==> src/rtl/uart_pkg.sv <==
// Shared types and helpers for the UART echo/transform block.
// Latency: n/a (types, constants and a pure function only).
// Backpressure: n/a.
package uart_pkg;

    typedef enum logic [2:0] {
        RX_IDLE,
        RX_START,
        RX_DATA,
        RX_PARITY,
        RX_STOP,
        RX_BREAK
    } rx_state_t;

    typedef enum logic [2:0] {
        TX_IDLE,
        TX_START,
        TX_DATA,
        TX_PARITY,
        TX_STOP
    } tx_state_t;

    localparam int PAR_NONE = 0;
    localparam int PAR_ODD  = 1;
    localparam int PAR_EVEN = 2;

    // Parity bit that completes the frame: even parity is the XOR of the
    // data bits, odd parity is its inverse. Callers zero-extend narrow words.
    function automatic logic parity_bit(input logic [7:0] dat, input int mode);
        return (^dat) ^ (mode == PAR_ODD);
    endfunction

endpackage

==> src/rtl/uart_sync_fifo.sv <==
// Single-clock FIFO buffering transformed words between the RX and TX engines.
// Latency: a push is visible on dout/empty the cycle after it is written.
// Backpressure: push while full is ignored unless a pop happens in the same
//               cycle; pop while empty is ignored.
//
// Ports: clk_in, rst_n_in (async, active-low); push/din write side;
//        pop/dout read side (dout is the head word, valid when !empty);
//        full, empty, level (occupancy 0..DEPTH).
module uart_sync_fifo #(
    parameter int WIDTH = 8,
    parameter int DEPTH = 4
) (
    input  logic                     clk_in,
    input  logic                     rst_n_in,
    input  logic                     push,
    input  logic [WIDTH-1:0]         din,
    input  logic                     pop,
    output logic [WIDTH-1:0]         dout,
    output logic                     full,
    output logic                     empty,
    output logic [$clog2(DEPTH):0]   level
);

    localparam int AW = $clog2(DEPTH);
    localparam logic [AW:0] FULL_LVL = (AW+1)'(DEPTH);

    logic [WIDTH-1:0] mem [DEPTH];
    logic [AW-1:0]    wr_ptr;
    logic [AW-1:0]    rd_ptr;
    logic             do_push;
    logic             do_pop;

    assign full    = (level == FULL_LVL);
    assign empty   = (level == '0);
    assign dout    = mem[rd_ptr];
    // A pop frees the slot the simultaneous push needs, so full+pop+push is legal.
    assign do_pop  = pop & ~empty;
    assign do_push = push & (~full | do_pop);

    always_ff @(posedge clk_in) begin
        if (do_push) begin
            mem[wr_ptr] <= din;
        end
    end

    // Power-of-two depth: pointers wrap by natural overflow.
    always_ff @(posedge clk_in or negedge rst_n_in) begin
        if (!rst_n_in) begin
            wr_ptr <= '0;
            rd_ptr <= '0;
            level  <= '0;
        end else begin
            if (do_push) wr_ptr <= wr_ptr + 1'b1;
            if (do_pop)  rd_ptr <= rd_ptr + 1'b1;
            case ({do_push, do_pop})
                2'b10:   level <= level + 1'b1;
                2'b01:   level <= level - 1'b1;
                default: level <= level;
            endcase
        end
    end

endmodule

==> src/rtl/uart_echo_xform.sv <==
// UART echo: receive frames, add OFFSET to good words, buffer, retransmit.
// Latency: rx fall -> tx start = 2 sync + 1 edge + frame sampling + push + pop + launch.
// Backpressure: none on the line; words arriving with the FIFO full are dropped (fifo_ovf_out).
//
// Ports: clk_in, rst_n_in (async, active-low); rxd_in serial in (async, idle high);
//        txd_out serial out (idle high); rx_parity_err_out, rx_frame_err_out,
//        fifo_ovf_out one-cycle status pulses; tx_busy_out; fifo_level_out occupancy.
module uart_echo_xform
    import uart_pkg::*;
#(
    parameter int          CLKS_PER_BIT = 16,
    parameter int          DATA_BITS    = 8,
    parameter int          PARITY       = 0,
    parameter int          STOP_BITS    = 1,
    parameter logic [7:0]  OFFSET       = 8'h20,
    parameter int          FIFO_DEPTH   = 4
) (
    input  logic                            clk_in,
    input  logic                            rst_n_in,
    input  logic                            rxd_in,
    output logic                            txd_out,
    output logic                            rx_parity_err_out,
    output logic                            rx_frame_err_out,
    output logic                            fifo_ovf_out,
    output logic                            tx_busy_out,
    output logic [$clog2(FIFO_DEPTH):0]     fifo_level_out
);

    localparam int CW = $clog2(2 * CLKS_PER_BIT);
    localparam int LW = $clog2(FIFO_DEPTH) + 1;
    localparam logic [CW-1:0]        HALF_M1  = CW'(CLKS_PER_BIT / 2 - 1);
    localparam logic [CW-1:0]        BIT_M1   = CW'(CLKS_PER_BIT - 1);
    localparam logic [CW-1:0]        STOP_M1  = CW'(STOP_BITS * CLKS_PER_BIT - 1);
    localparam logic [2:0]           LAST_BIT = 3'(DATA_BITS - 1);
    localparam logic [DATA_BITS-1:0] OFS      = OFFSET[DATA_BITS-1:0];

    // ---------------- input synchroniser and edge detect ----------------
    logic rx_meta, rx_sync, rx_prev, rx_fall;

    always_ff @(posedge clk_in or negedge rst_n_in) begin
        if (!rst_n_in) begin
            rx_meta <= 1'b1;
            rx_sync <= 1'b1;
            rx_prev <= 1'b1;
        end else begin
            rx_meta <= rxd_in;
            rx_sync <= rx_meta;
            rx_prev <= rx_sync;
        end
    end

    assign rx_fall = rx_prev & ~rx_sync;

    // ---------------- RX engine ----------------
    rx_state_t            rx_state, rx_state_n;
    logic [CW-1:0]        rx_cnt, rx_cnt_n;
    logic [2:0]           rx_bit, rx_bit_n;
    logic [DATA_BITS-1:0] rx_shift, rx_shift_n;
    logic                 rx_perr, rx_perr_n;
    logic                 push_q, push_n;
    logic [DATA_BITS-1:0] push_dat_q, push_dat_n;
    logic                 perr_pls_q, perr_pls_n;
    logic                 ferr_pls_q, ferr_pls_n;

    always_ff @(posedge clk_in or negedge rst_n_in) begin
        if (!rst_n_in) begin
            rx_state   <= RX_IDLE;
            rx_cnt     <= '0;
            rx_bit     <= '0;
            rx_shift   <= '0;
            rx_perr    <= 1'b0;
            push_q     <= 1'b0;
            push_dat_q <= '0;
            perr_pls_q <= 1'b0;
            ferr_pls_q <= 1'b0;
        end else begin
            rx_state   <= rx_state_n;
            rx_cnt     <= rx_cnt_n;
            rx_bit     <= rx_bit_n;
            rx_shift   <= rx_shift_n;
            rx_perr    <= rx_perr_n;
            push_q     <= push_n;
            push_dat_q <= push_dat_n;
            perr_pls_q <= perr_pls_n;
            ferr_pls_q <= ferr_pls_n;
        end
    end

    always_comb begin
        rx_state_n = rx_state;
        rx_cnt_n   = rx_cnt;
        rx_bit_n   = rx_bit;
        rx_shift_n = rx_shift;
        rx_perr_n  = rx_perr;
        push_n     = 1'b0;
        push_dat_n = push_dat_q;
        perr_pls_n = 1'b0;
        ferr_pls_n = 1'b0;
        case (rx_state)
            RX_IDLE: begin
                if (rx_fall) begin
                    rx_state_n = RX_START;
                    rx_cnt_n   = '0;
                    rx_bit_n   = '0;
                    rx_perr_n  = 1'b0;
                end
            end
            RX_START: begin
                // Half-bit sample re-centres the counter on the bit middle.
                if (rx_cnt == HALF_M1) begin
                    rx_cnt_n   = '0;
                    rx_state_n = rx_sync ? RX_IDLE : RX_DATA;
                end else begin
                    rx_cnt_n = rx_cnt + 1'b1;
                end
            end
            RX_DATA: begin
                if (rx_cnt == BIT_M1) begin
                    rx_cnt_n   = '0;
                    rx_shift_n = {rx_sync, rx_shift[DATA_BITS-1:1]};
                    if (rx_bit == LAST_BIT) begin
                        rx_state_n = (PARITY != PAR_NONE) ? RX_PARITY : RX_STOP;
                    end else begin
                        rx_bit_n = rx_bit + 1'b1;
                    end
                end else begin
                    rx_cnt_n = rx_cnt + 1'b1;
                end
            end
            RX_PARITY: begin
                if (rx_cnt == BIT_M1) begin
                    rx_cnt_n   = '0;
                    rx_perr_n  = (rx_sync != parity_bit(8'(rx_shift), PARITY));
                    rx_state_n = RX_STOP;
                end else begin
                    rx_cnt_n = rx_cnt + 1'b1;
                end
            end
            RX_STOP: begin
                if (rx_cnt == BIT_M1) begin
                    rx_cnt_n = '0;
                    if (rx_sync) begin
                        rx_state_n = RX_IDLE;
                        if (rx_perr) begin
                            perr_pls_n = 1'b1;
                        end else begin
                            push_n     = 1'b1;
                            push_dat_n = rx_shift + OFS;
                        end
                    end else begin
                        // Framing error wins over parity; wait out a held-low line.
                        ferr_pls_n = 1'b1;
                        rx_state_n = RX_BREAK;
                    end
                end else begin
                    rx_cnt_n = rx_cnt + 1'b1;
                end
            end
            RX_BREAK: begin
                if (rx_sync) rx_state_n = RX_IDLE;
            end
            default: rx_state_n = RX_IDLE;
        endcase
    end

    // ---------------- RX -> TX buffer ----------------
    logic                 tx_pop;
    logic [DATA_BITS-1:0] fifo_dout;
    logic                 fifo_full, fifo_empty;
    logic [LW-1:0]        fifo_level;

    uart_sync_fifo #(
        .WIDTH (DATA_BITS),
        .DEPTH (FIFO_DEPTH)
    ) u_fifo (
        .clk_in   (clk_in),
        .rst_n_in (rst_n_in),
        .push     (push_q),
        .din      (push_dat_q),
        .pop      (tx_pop),
        .dout     (fifo_dout),
        .full     (fifo_full),
        .empty    (fifo_empty),
        .level    (fifo_level)
    );

    // ---------------- TX engine ----------------
    tx_state_t            tx_state, tx_state_n;
    logic [CW-1:0]        tx_cnt, tx_cnt_n;
    logic [2:0]           tx_bit, tx_bit_n;
    logic [DATA_BITS-1:0] tx_shift, tx_shift_n;
    logic                 tx_par, tx_par_n;

    always_ff @(posedge clk_in or negedge rst_n_in) begin
        if (!rst_n_in) begin
            tx_state <= TX_IDLE;
            tx_cnt   <= '0;
            tx_bit   <= '0;
            tx_shift <= '0;
            tx_par   <= 1'b0;
        end else begin
            tx_state <= tx_state_n;
            tx_cnt   <= tx_cnt_n;
            tx_bit   <= tx_bit_n;
            tx_shift <= tx_shift_n;
            tx_par   <= tx_par_n;
        end
    end

    always_comb begin
        tx_state_n = tx_state;
        tx_cnt_n   = tx_cnt;
        tx_bit_n   = tx_bit;
        tx_shift_n = tx_shift;
        tx_par_n   = tx_par;
        tx_pop     = 1'b0;
        case (tx_state)
            TX_IDLE: begin
                if (!fifo_empty) begin
                    tx_pop     = 1'b1;
                    tx_shift_n = fifo_dout;
                    // Parity captured up front since the shifter is consumed.
                    tx_par_n   = parity_bit(8'(fifo_dout), PARITY);
                    tx_cnt_n   = '0;
                    tx_state_n = TX_START;
                end
            end
            TX_START: begin
                if (tx_cnt == BIT_M1) begin
                    tx_cnt_n   = '0;
                    tx_bit_n   = '0;
                    tx_state_n = TX_DATA;
                end else begin
                    tx_cnt_n = tx_cnt + 1'b1;
                end
            end
            TX_DATA: begin
                if (tx_cnt == BIT_M1) begin
                    tx_cnt_n   = '0;
                    tx_shift_n = tx_shift >> 1;
                    if (tx_bit == LAST_BIT) begin
                        tx_state_n = (PARITY != PAR_NONE) ? TX_PARITY : TX_STOP;
                    end else begin
                        tx_bit_n = tx_bit + 1'b1;
                    end
                end else begin
                    tx_cnt_n = tx_cnt + 1'b1;
                end
            end
            TX_PARITY: begin
                if (tx_cnt == BIT_M1) begin
                    tx_cnt_n   = '0;
                    tx_state_n = TX_STOP;
                end else begin
                    tx_cnt_n = tx_cnt + 1'b1;
                end
            end
            TX_STOP: begin
                if (tx_cnt == STOP_M1) begin
                    tx_cnt_n   = '0;
                    tx_state_n = TX_IDLE;
                end else begin
                    tx_cnt_n = tx_cnt + 1'b1;
                end
            end
            default: tx_state_n = TX_IDLE;
        endcase
    end

    // Line level decoded from registered state only, so reset forces it high at once.
    always_comb begin
        txd_out = 1'b1;
        case (tx_state)
            TX_START:  txd_out = 1'b0;
            TX_DATA:   txd_out = tx_shift[0];
            TX_PARITY: txd_out = tx_par;
            default:   txd_out = 1'b1;
        endcase
    end

    assign rx_parity_err_out = perr_pls_q;
    assign rx_frame_err_out  = ferr_pls_q;
    assign fifo_ovf_out      = push_q & fifo_full & ~tx_pop;
    assign tx_busy_out       = (tx_state != TX_IDLE);
    assign fifo_level_out    = fifo_level;

endmodule

==> config.mk <==
export PLATFORM = sky130hd
export DESIGN_NAME = uart_echo_xform
export DESIGN_NICKNAME = d
export VERILOG_FILES = /design/src/rtl/uart_pkg.sv /design/src/rtl/uart_sync_fifo.sv /design/src/rtl/uart_echo_xform.sv
export SDC_FILE = /design/constraint.sdc
export NUM_CORES = 1
export LEC_CHECK = 0
export CAP_MARGIN = 10
export CORE_UTILIZATION = 40
export DETAILED_ROUTE_END_ITERATION = 6
export DONT_BUFFER_PORTS = 1
export SYNTH_ARGS = -nofsm -noshare
export SYNTH_HDL_FRONTEND = slang
export SYNTH_SLANG_ARGS = --single-unit
==> constraint.sdc <==
create_clock -name clk_in -period 3.3 [get_ports clk_in]
set_input_delay 0.33 -clock clk_in [delete_from_list [all_inputs] [get_ports clk_in]]
set_output_delay 0.33 -clock clk_in [all_outputs]
set_load 0.01 [all_outputs]
==> results_dict.tcl <==
set metrics [dict create \
    status "completed" \
    slowest_delay_ns 0.58 \
    leakagePower_nw 1.89 \
    place_congestion 0.738 \
    tightest_slew_ns 0.829 \
    htree_levels 3 \
    start_util_pct 41.5 \
    synthesis.nets 353 \
    area.growth.synth_to_final_pct 7.10 \
    critPathTopFamily "simple AND/OR/NAND/NOR gates" \
    drt_first_iter_violations 121 \
    cts-root-buf "clkbuf_8" \
    core_um2 10400 \
    portBuffers 0 \
    dpl-instance-area_um2 4410 \
    critPathMaxFanout 9 \
    drive_above_1_share_pct 17.8 \
    tns_ns 0 \
    nFillCells 972 \
    cp_data_arrival_time_ns 2.56 \
    slew_headroom_pct 44.2 \
    min_path_type "flop to flop" \
    cts_tree "built" \
    crit_end "u_fifo.level[2]" \
    drv_cap 0 \
    die_height_um 106 \
    ir_worst_vdd_mv 0.323 \
    cts.sink_count 93 \
    crit_start "tx_state[1]" \
    numCtsBuffers 9 \
    end_kind "flop" \
    async_flop_share_pct 65.6 \
    seq_area_frac_synth_pct 57.7 \
    synth_edf_count 32 \
    wirelength_mm 6.97 \
    start_kind "flop" \
    synthCells 337 \
    min_period_ns 2.27 \
    cts_resized 0 \
    grt_max_degree 62 \
    nNetsFinal 354 \
    num_rows 37 \
    grtUsageTotal_pct 14.2 \
    timing.rr.end "u_fifo.level[2]" \
    antenna_left 0 \
    ys_seq_elements 93 \
    routedWlPerCell_um 14.5 \
    ys_top_cells_by_area "dfrtp_1 34%, edfxtp_1 22%, mux2_2 4.7%" \
    slowest_stage "or3_1" \
    clockBufferDepth 2 \
    fin_crit_sh_pct 68.9 \
    post-route-util_pct 44.4 \
    worst-path-stages 6 \
    min_delay_path_depth 0 \
    critPathRequiredTime_ns 3.58 \
    dr.pass1.iters 4 \
    grt_overflow_total 0 \
    die_w_um 106 \
    antenna_found_initial 0 \
    fin_worst_hold_slack_ns 0.362 \
    grt_pass1_wl_mm 12.0 \
    clk_latency_ns 0.37 \
    avgSynthCellArea_um2 12.8 \
    hpwl_mm 4.66 \
    ff2ff_path_depth 6 \
    yosysMostFrequentCell "dfrtp_1" \
    maxSlewViolCount 0 \
    worstReg2RegStart "tx_state[1]" \
    yosys.area.top_type_share_pct 33.6 \
    pwr_density_cell_nw_per_um2 723 \
    n_antenna_cell 0 \
    crit_buf_inv 0 \
    yosysUniqueCellTypes 56 \
    path_class "flop to flop" \
    rsz0062_at_grt "no" \
    vias 2435 \
    path_cells "or3_1 > nor2_4 > nand2_1 > fa_1 > mux2i_1 > xor2_1" \
    design_area_um2 4630 \
    syn_area_um2 4320 \
    hold_viol 0 \
    netlist_top_cells_count "58 x dfrtp_1, 32 x edfxtp_1, 29 x nand2_1" \
    yosysWarnings 0 \
    io_pins 11 \
    grt_pass1_vias 2381 \
    r2r_setup_slack_ns 1.03 \
    path_clk_slew_ns 0.09 \
    synth_area_leader_cell "dfrtp_1" \
    hp-start "rx_meta" \
    power_w 0.00335 \
    die_area_um2 11200 \
    drt_drc_violations_left 0 \
    setup_viol 0 \
    synth_ff_type "dfrtp_1" \
    viasPerCell 5.08 \
    fin_worst_skew_ns 0.0139 \
    max_freq_mhz 440 \
]
-- layer usage --
layer	GRT usage, %	wire length, um
met1	18.8	3430
met2	21.2	3210
met3	3.49	171
met4	8.13	148
met5	0	0
-- worst min path at each step --
| stage | endpoint | slack (ns) |
|---|---|---|
| floorplan | push_dat_q[0] | 0.03 |
| global placement | tx_cnt[3] | 0.04 |
| detailed placement | tx_cnt[0] | 0.04 |
| CTS | rx_sync | 0.36 |
| global route | rx_sync | 0.37 |
| finish | rx_sync | 0.36 |
-- logic make-up (layout without fill, tap and decap cells) --
kind of cell               after synthesis  after routing  share of synthesized area, %
and+or+nand+nor                        100            100                          12.6
DFF                                     93             93                          57.7
AOI/OAI and AO/OA                       49             49                          7.73
muxes                                   31             31                          10.0
buffers and inverters                   27             33                          3.19
xor gates and xnor gates                24             24                          4.87
adders and majority gates               13             13                          3.94
-- cell usage in the layout, fill, tap and decap left out, types with 3 or more instances in the layout --
cell and n:
a21oi_1 8, a22o_1 4, a31oi_1 8, and2_2 5, clkbuf_8 9, clkinvlp_4 4
dfrtp_1 58, dfstp_2 3, edfxtp_1 32, ha_1 12, inv_1 13, mux2_2 18
mux2i_1 5, mux4_2 8, nand2_1 29, nand2b_1 5, nand3_1 7, nor2_1 25
nor3_1 6, o21ai_0 13, xnor2_1 20, xor2_1 4
-- through the flow --
stage	setup WS (ns)	std cells
finish	1.03	479
floorplan	1.23	337
global route	0.885	479
detailed placement	1.03	460
CTS	1.00	479
global placement	1.10	460
-- cell type report --
cell class                 instances  area [um^2]  share of cell area [%]
sequential                        93         2490                    53.9
multi-input combinational        217         1690                    36.5
tap                              136          170                    3.68
inverter                          13         48.8                    1.05
clock buffer                      11          131                    2.84
clock inverter                     5         38.8                   0.839
timing repair buffer               4         55.1                    1.19
-- state kept, by name, summed over array words and instances (netlist names), 2 cells and up --
signal and flops:
u_fifo.mem 32, rx_shift 8, tx_cnt 5, tx_shift 8
u_fifo.wr_ptr 2, u_fifo.rd_ptr 2, tx_state 3, tx_bit 3
push_dat_q 8, rx_state 3, u_fifo.level 3, rx_bit 3
rx_cnt 5
-- worst register-to-register path, cell delays in order (launching register included) --
cell,delay [ns]
dfrtp_1,0.47
or3_1,0.58
nor2_4,0.24
nand2_1,0.15
fa_1,0.41
mux2i_1,0.19
xor2_1,0.16
-- where the power goes --
group / total (W) / switching (W) / internal, W
Combinational: 0.00105 / 0.000535 / 0.000516
Clock: 0.000676 / 0.000401 / 0.000275
Sequential: 0.00162 / 0.000256 / 0.00136
Total: 0.00334 / 0.00119 / 0.00215
-- what timing repair did --
action | 4_1_cts | 5_1_grt
hold buffers | 3 | 0
buffers inserted | 0 | 0
endpoints found under the hold margin | 62 | 0
Power figures use the tool's default switching activity.
